<file path="config.mk">
export PLATFORM = sky130hd
export DESIGN_NAME = mouse_click_conditioner
export DESIGN_NICKNAME = d
export VERILOG_FILES = /design/src/rtl/vga_pkg.sv /design/src/rtl/button_debouncer.sv /design/src/rtl/mouse_click_conditioner.sv
export SDC_FILE = /design/constraint.sdc
export NUM_CORES = 1
export LEC_CHECK = 0
export CAP_MARGIN = 20
export CORE_ASPECT_RATIO = 0.9
export CORE_MARGIN = 5
export CORE_UTILIZATION = 42
export CTS_CLUSTER_SIZE = 30
export DETAILED_ROUTE_END_ITERATION = 8
export PLACE_DENSITY = 0.75
export SLEW_MARGIN = 20
export SYNTH_ARGS = -nofsm -noshare
export SYNTH_HDL_FRONTEND = slang
export SYNTH_SLANG_ARGS = --single-unit
</file>
<file path="constraint.sdc">
create_clock -name clk -period 1.8 [get_ports clk]
set_input_delay 0.36 -clock clk [delete_from_list [all_inputs] [get_ports clk]]
set_output_delay 0.36 -clock clk [all_outputs]
set_load 0.02 [all_outputs]
</file>
<file path="src/rtl/vga_pkg.sv">
// Shared screen geometry for the menu buttons, plus the click-conditioning
// types used by the mouse path.
package vga_pkg;

    localparam logic [11:0] RECT_X_MIDDLE = 12'd400;
    localparam logic [11:0] RECT_CHAR_X   = 12'd224;
    localparam logic [11:0] RECT_Y        = 12'd200;
    localparam logic [11:0] RECT_Y_2      = 12'd320;
    localparam logic [11:0] RECT_CHAR_Y   = 12'd64;

    typedef enum logic [1:0] {
        REG_NONE   = 2'd0,
        REG_TOP    = 2'd1,
        REG_BOTTOM = 2'd2
    } click_region_t;

    typedef enum logic [1:0] {
        IDLE,
        PRESS_WAIT,
        PRESSED,
        RELEASE_WAIT
    } debounce_state_t;

    // Inclusive range test; the upper bound is formed one bit wider so lo+span never wraps.
    function automatic logic in_span(logic [11:0] v, logic [11:0] lo, logic [11:0] span);
        logic [12:0] hi;
        hi = {1'b0, lo} + {1'b0, span};
        return ({1'b0, v} >= {1'b0, lo}) && ({1'b0, v} <= hi);
    endfunction

endpackage

</file>
<file path="src/rtl/button_debouncer.sv">
// Two-flop synchroniser plus debounce FSM for one mouse button; produces the
// clean held level and single-cycle press/release pulses.
module button_debouncer
    import vga_pkg::*;
#(
    parameter int DEBOUNCE_CYCLES = 16,
    parameter int CNT_W           = $clog2(DEBOUNCE_CYCLES + 1)
) (
    input  logic clk,
    input  logic rst,
    input  logic raw_i,
    output logic held_o,
    output logic press_o,
    output logic release_o,
    output logic press_next_o
);

    localparam logic [CNT_W-1:0] CNT_MAX = CNT_W'(DEBOUNCE_CYCLES);
    localparam logic [CNT_W-1:0] CNT_ONE = CNT_W'(1);

    logic            sync1_q, sync2_q;
    debounce_state_t state_q, state_d;
    logic [CNT_W-1:0] cnt_q, cnt_d;
    logic            held_q, held_d;
    logic            press_q, press_d;
    logic            release_q, release_d;

    always_ff @(posedge clk) begin
        if (rst) begin
            sync1_q   <= 1'b0;
            sync2_q   <= 1'b0;
            state_q   <= IDLE;
            cnt_q     <= '0;
            held_q    <= 1'b0;
            press_q   <= 1'b0;
            release_q <= 1'b0;
        end else begin
            sync1_q   <= raw_i;
            sync2_q   <= sync1_q;
            state_q   <= state_d;
            cnt_q     <= cnt_d;
            held_q    <= held_d;
            press_q   <= press_d;
            release_q <= release_d;
        end
    end

    // The limit check precedes the increment, so cnt_q tops out at CNT_MAX.
    always_comb begin
        state_d   = state_q;
        cnt_d     = cnt_q;
        held_d    = held_q;
        press_d   = 1'b0;
        release_d = 1'b0;
        case (state_q)
            IDLE: begin
                if (sync2_q) begin
                    state_d = PRESS_WAIT;
                    cnt_d   = CNT_ONE;
                end
            end
            PRESS_WAIT: begin
                if (!sync2_q) begin
                    state_d = IDLE;
                    cnt_d   = '0;
                end else if (cnt_q == CNT_MAX) begin
                    state_d = PRESSED;
                    cnt_d   = '0;
                    held_d  = 1'b1;
                    press_d = 1'b1;
                end else begin
                    cnt_d = cnt_q + CNT_ONE;
                end
            end
            PRESSED: begin
                if (!sync2_q) begin
                    state_d = RELEASE_WAIT;
                    cnt_d   = CNT_ONE;
                end
            end
            RELEASE_WAIT: begin
                if (sync2_q) begin
                    state_d = PRESSED;
                    cnt_d   = '0;
                end else if (cnt_q == CNT_MAX) begin
                    state_d   = IDLE;
                    cnt_d     = '0;
                    held_d    = 1'b0;
                    release_d = 1'b1;
                end else begin
                    cnt_d = cnt_q + CNT_ONE;
                end
            end
            default: begin
                state_d = IDLE;
                cnt_d   = '0;
                held_d  = 1'b0;
            end
        endcase
    end

    assign held_o       = held_q;
    assign press_o      = press_q;
    assign release_o    = release_q;
    assign press_next_o = press_d;

endmodule

</file>
<file path="src/rtl/mouse_click_conditioner.sv">
// Conditions raw mouse buttons for the game FSM: debounced levels and pulses,
// and the cursor position / menu hit region latched on each left press.
module mouse_click_conditioner
    import vga_pkg::*;
#(
    parameter int DEBOUNCE_CYCLES = 16,
    parameter int CNT_W           = $clog2(DEBOUNCE_CYCLES + 1)
) (
    input  logic        clk,
    input  logic        rst,
    input  logic        mouse_left_raw,
    input  logic        mouse_right_raw,
    input  logic [11:0] xpos,
    input  logic [11:0] ypos,
    output logic        left_held,
    output logic        right_held,
    output logic        left_press,
    output logic        left_release,
    output logic        right_press,
    output logic        right_release,
    output logic [11:0] click_x,
    output logic [11:0] click_y,
    output logic [1:0]  click_region
);

    logic          left_press_next;
    logic          right_press_next_unused;
    logic [11:0]   click_x_q, click_y_q;
    click_region_t region_q, region_d;
    logic          x_in, top_in, bot_in;

    button_debouncer #(
        .DEBOUNCE_CYCLES(DEBOUNCE_CYCLES),
        .CNT_W          (CNT_W)
    ) u_left (
        .clk         (clk),
        .rst         (rst),
        .raw_i       (mouse_left_raw),
        .held_o      (left_held),
        .press_o     (left_press),
        .release_o   (left_release),
        .press_next_o(left_press_next)
    );

    button_debouncer #(
        .DEBOUNCE_CYCLES(DEBOUNCE_CYCLES),
        .CNT_W          (CNT_W)
    ) u_right (
        .clk         (clk),
        .rst         (rst),
        .raw_i       (mouse_right_raw),
        .held_o      (right_held),
        .press_o     (right_press),
        .release_o   (right_release),
        .press_next_o(right_press_next_unused)
    );

    // Hit test runs on the position seen in the cycle the press is decided.
    always_comb begin
        x_in   = in_span(xpos, RECT_X_MIDDLE, RECT_CHAR_X);
        top_in = x_in && in_span(ypos, RECT_Y, RECT_CHAR_Y);
        bot_in = x_in && in_span(ypos, RECT_Y_2, RECT_CHAR_Y);
        region_d = REG_NONE;
        if (top_in) begin
            region_d = REG_TOP;
        end else if (bot_in) begin
            region_d = REG_BOTTOM;
        end
    end

    always_ff @(posedge clk) begin
        if (rst) begin
            click_x_q <= '0;
            click_y_q <= '0;
            region_q  <= REG_NONE;
        end else if (left_press_next) begin
            click_x_q <= xpos;
            click_y_q <= ypos;
            region_q  <= region_d;
        end
    end

    assign click_x      = click_x_q;
    assign click_y      = click_y_q;
    assign click_region = region_q;

endmodule

</file>
==> results.toml, run 1 <==
[power]
power_density_mw_per_mm2 = 653
p_leak_nw = 1.09
totalPowerFinal_mw = 1.98
power.share.sequential_pct = 56.8
peakVddDrop_v = 0.000381
switching_share_pct = 22.6
p_comb_share_pct = 9.3
p_int_mw = 1.53
switchingPower_uw = 447
clkPwrFrac_pct = 33.8

[floorplan]
core-area_sq_mm = 0.00486
rows = 24
die_area_sq_mm = 0.00657
boundaryPins = 60
start_util_pct = 43.6
die_y_microns = 77.4
fp.dieW_microns = 84.9

[logic_synthesis]
syn_area_per_cell_sq_um = 8.38
syn_inst = 253
ys_warn_count = 0
synth_edf_count = 0
synth.top_cell.area_share_pct = 47.2
ys.flop_type = "dfxtp_1"
yosysUniqueCellTypes = 38
ys_seq_area_share_pct = 47.2
syn-num-nets = 285
yosys.area.top_type = "dfxtp_1"
synth.area.top_cells = "dfxtp_1, nand2_1, a21oi_1, ha_1, nand3_1"
syn-cell-area_sq_mm = 0.00212
ys_seq_elements = 50
async_reset_ff_share_pct = 0

[final_layout]
fillerInstances = 426
seq_area_sq_mm = 0.00100
diodes = 0
fin_nets = 358
drive_gt1_share_pct = 13.5
mostFrequentLayoutCells = "clkdlybuf4s50_1, nand2_1, dfxtp_1, a21oi_1, buf_4"
area_delta_synth_final_pct = 42.8
multi_input_area_sq_mm = 0.00108
layout_commonest_cell = "clkdlybuf4s50_1"

[placement]
gp_congestion = 0.835
portBuffers = 59
place_ws_ps = -276
hpwl_mm = 3.77

[worst_hold_path]
min_from = "xpos[1]"
worstHoldPathCells = 3
hold_path.class = "in -> reg"

[grt]
grt_pass1_vias = 1926
antenna_found_initial = 0
grt_max_degree = 37
overflow = 0
grt_usage_pct = 15.4
grt_pass1_wl_mm = 8.46

[setup_path]
path_cells = "inv_2 > ha_4 > and3b_2 > nand3_4 > or4_4 > o41ai_2"
path_buf_inv = 1
setup.worst_path.start = "u_left.cnt_q[0]"
slowest_delay_ps = 540
crit_fanout = 2
r2r_cells = 6
crit_slowest_cell = "or4_4"
worstPathRequired_ps = 2010
crit_family = "simple AND/OR/NAND/NOR gates"
crit_path_start_kind = "flip-flop"
r2r-start = "u_left.cnt_q[0]"
critPathKind = "reg -> reg"
endpoint_kind = "flip-flop"
worst-path-stages = 6
cp.arrival_ps = 1990

[sta]
setup_slack_ps = 14.9
finClkSkew_ps = 3.46
final-setup-viol-count = 0
final-hold-violation-count = 0
rsz0062_at_grt = "yes"
final.min_clock_period_ps = 1790
slew_viol_final = 0
max_slew_margin_pct = 57.0
finalCritPeriodShare_pct = 99.2
timing.fmax_mhz = 560
worstMarginPinSlew_ps = 645

[cts]
h-tree-depth = 2
cts_buffer_depth = 2
clk_pin_slew_ps = 90
clock_latency_ps = 290
cts_made_buffers = 5
root_buffer = "clkbuf_8"
clock-sinks = 50
cts_tree = "yes"

[drt]
drc_errors = 0
vias_per_cell = 5.20
vias = 2039
wire_per_inst_microns = 13.2
drt_iter0_markers = 87
drt_wl_total_mm = 5.16
drtPass1Iterations = 7
drtAntennaViolNets = 0

[run]
maxCapViolations = 0

[outcome]
status = "finished, final reports clean"
==> layer usage <==
| layer | track usage, % | part of all wire (%) |
|---|---|---|
| met5 | 0 | 0 |
| met4 | 4.43 | 1.1 |
| met3 | 5.51 | 6.7 |
| met2 | 26.1 | 48 |
| met1 | 18.3 | 44 |
==> cell usage after synthesis (3+ instances only) <==
cell / instances
a211oi_1: 5
and3_1: 4
ha_1: 4
nand2_1: 54
inv_1: 5
nor4b_1: 3
nor2b_1: 6
nor2_1: 8
a21oi_1: 39
nand2b_1: 3
o21ai_0: 5
nand3b_1: 5
xor2_1: 3
dfxtp_1: 50
or3_1: 5
clkbuf_1: 11
buf_2: 3
a31oi_1: 3
xnor2_1: 3
nand3_1: 9
nor3_1: 4
==> worst paths after layout <==
path / to / slack, ps
setup / recovery: click_region[1] / 10
hold / removal: click_x[1] / 380
setup reg to reg: click_region[1] / 10
hold reg to reg: u_right.sync2_q / 440
==> state kept, by name, indices dropped and copies added (netlist names), 2 cells and up, named ones only <==
name and count:
click_x 12, click_y 12, u_left.cnt_q 5, u_right.cnt_q 5, click_region 2
==> what timing repair did <==
item | CTS | global route
hold endpoints to repair | 0 | 0
pin swaps | 1 | 3
endpoints found under the setup margin | 1 | 2
hold buffers | 0 | 0
setup buffers | 0 | 3
gates resized for setup | 0 | 13
==> cell families (layout without fill, tap and decap cells) <==
kind of cell | Yosys count | after routing | share of synthesized area (%)
AOI/OAI and AO/OA | 57 | 57 | 15.2
DFF | 50 | 50 | 47.2
xor gates and xnor gates | 6 | 6 | 2.48
adders and majority gates | 4 | 4 | 2.36
buffers and inverters | 19 | 93 | 3.54
and+or+nand+nor | 117 | 117 | 29.2
==> through the flow <==
step | cell area (sq um) | utilization, % | setup TNS (ps) | instances | hold slack (ps)
5_1_grt | 3030 | 62.2 | -70.5 | 392 | 370
3_5_place_dp | 2870 | 58.9 | -479 | 381 | 426
3_3_place_gp | 2870 | 58.9 | -443 | 381 | 420
2_1_floorplan | 2120 | - | 0 | 253 | 414
6_report | 3030 | 62.2 | 0 | 392 | 378
4_1_cts | 2960 | 60.8 | 0 | 389 | 446
==> layout make-up <==
cell class                      instances  area share (%)
Clock inverter                          1           0.165
Inverter                                5           0.620
Clock buffer                            7            2.85
Multi-Input combinational cell        184            35.7
Tap cell                               65            2.69
Sequential cell                        50            33.2
Timing Repair Buffer                   80            24.8
==> worst reg2reg max path: cells and delay by family, from the launching register on <==
kind            cells  cell delay [ps]
compound gates      1              340
fa+ha+maj           1              130
buf+inv             1               70
flops               1              330
simple gates        3              830
==> power groups by stage <==
stage / Sequential [mW] / Combinational, mW / Clock, mW
after global placement: 1.15 / 0.172 / 0
after CTS: 1.12 / 0.176 / 0.691
after global routing: 1.13 / 0.200 / 0.741
after floorplan: 1.15 / 0.0606 / 0
after detailed placement: 1.15 / 0.175 / 0
final: 1.12 / 0.184 / 0.669
Note: power is estimated with default switching activity, not from simulation.
==> inputs of run 2 (changes only) <==
- CAP_MARGIN: 20 -> 5
==> results of run 2 <==
Same layout as run 1: the final DEF is identical, and so are final timing and power.
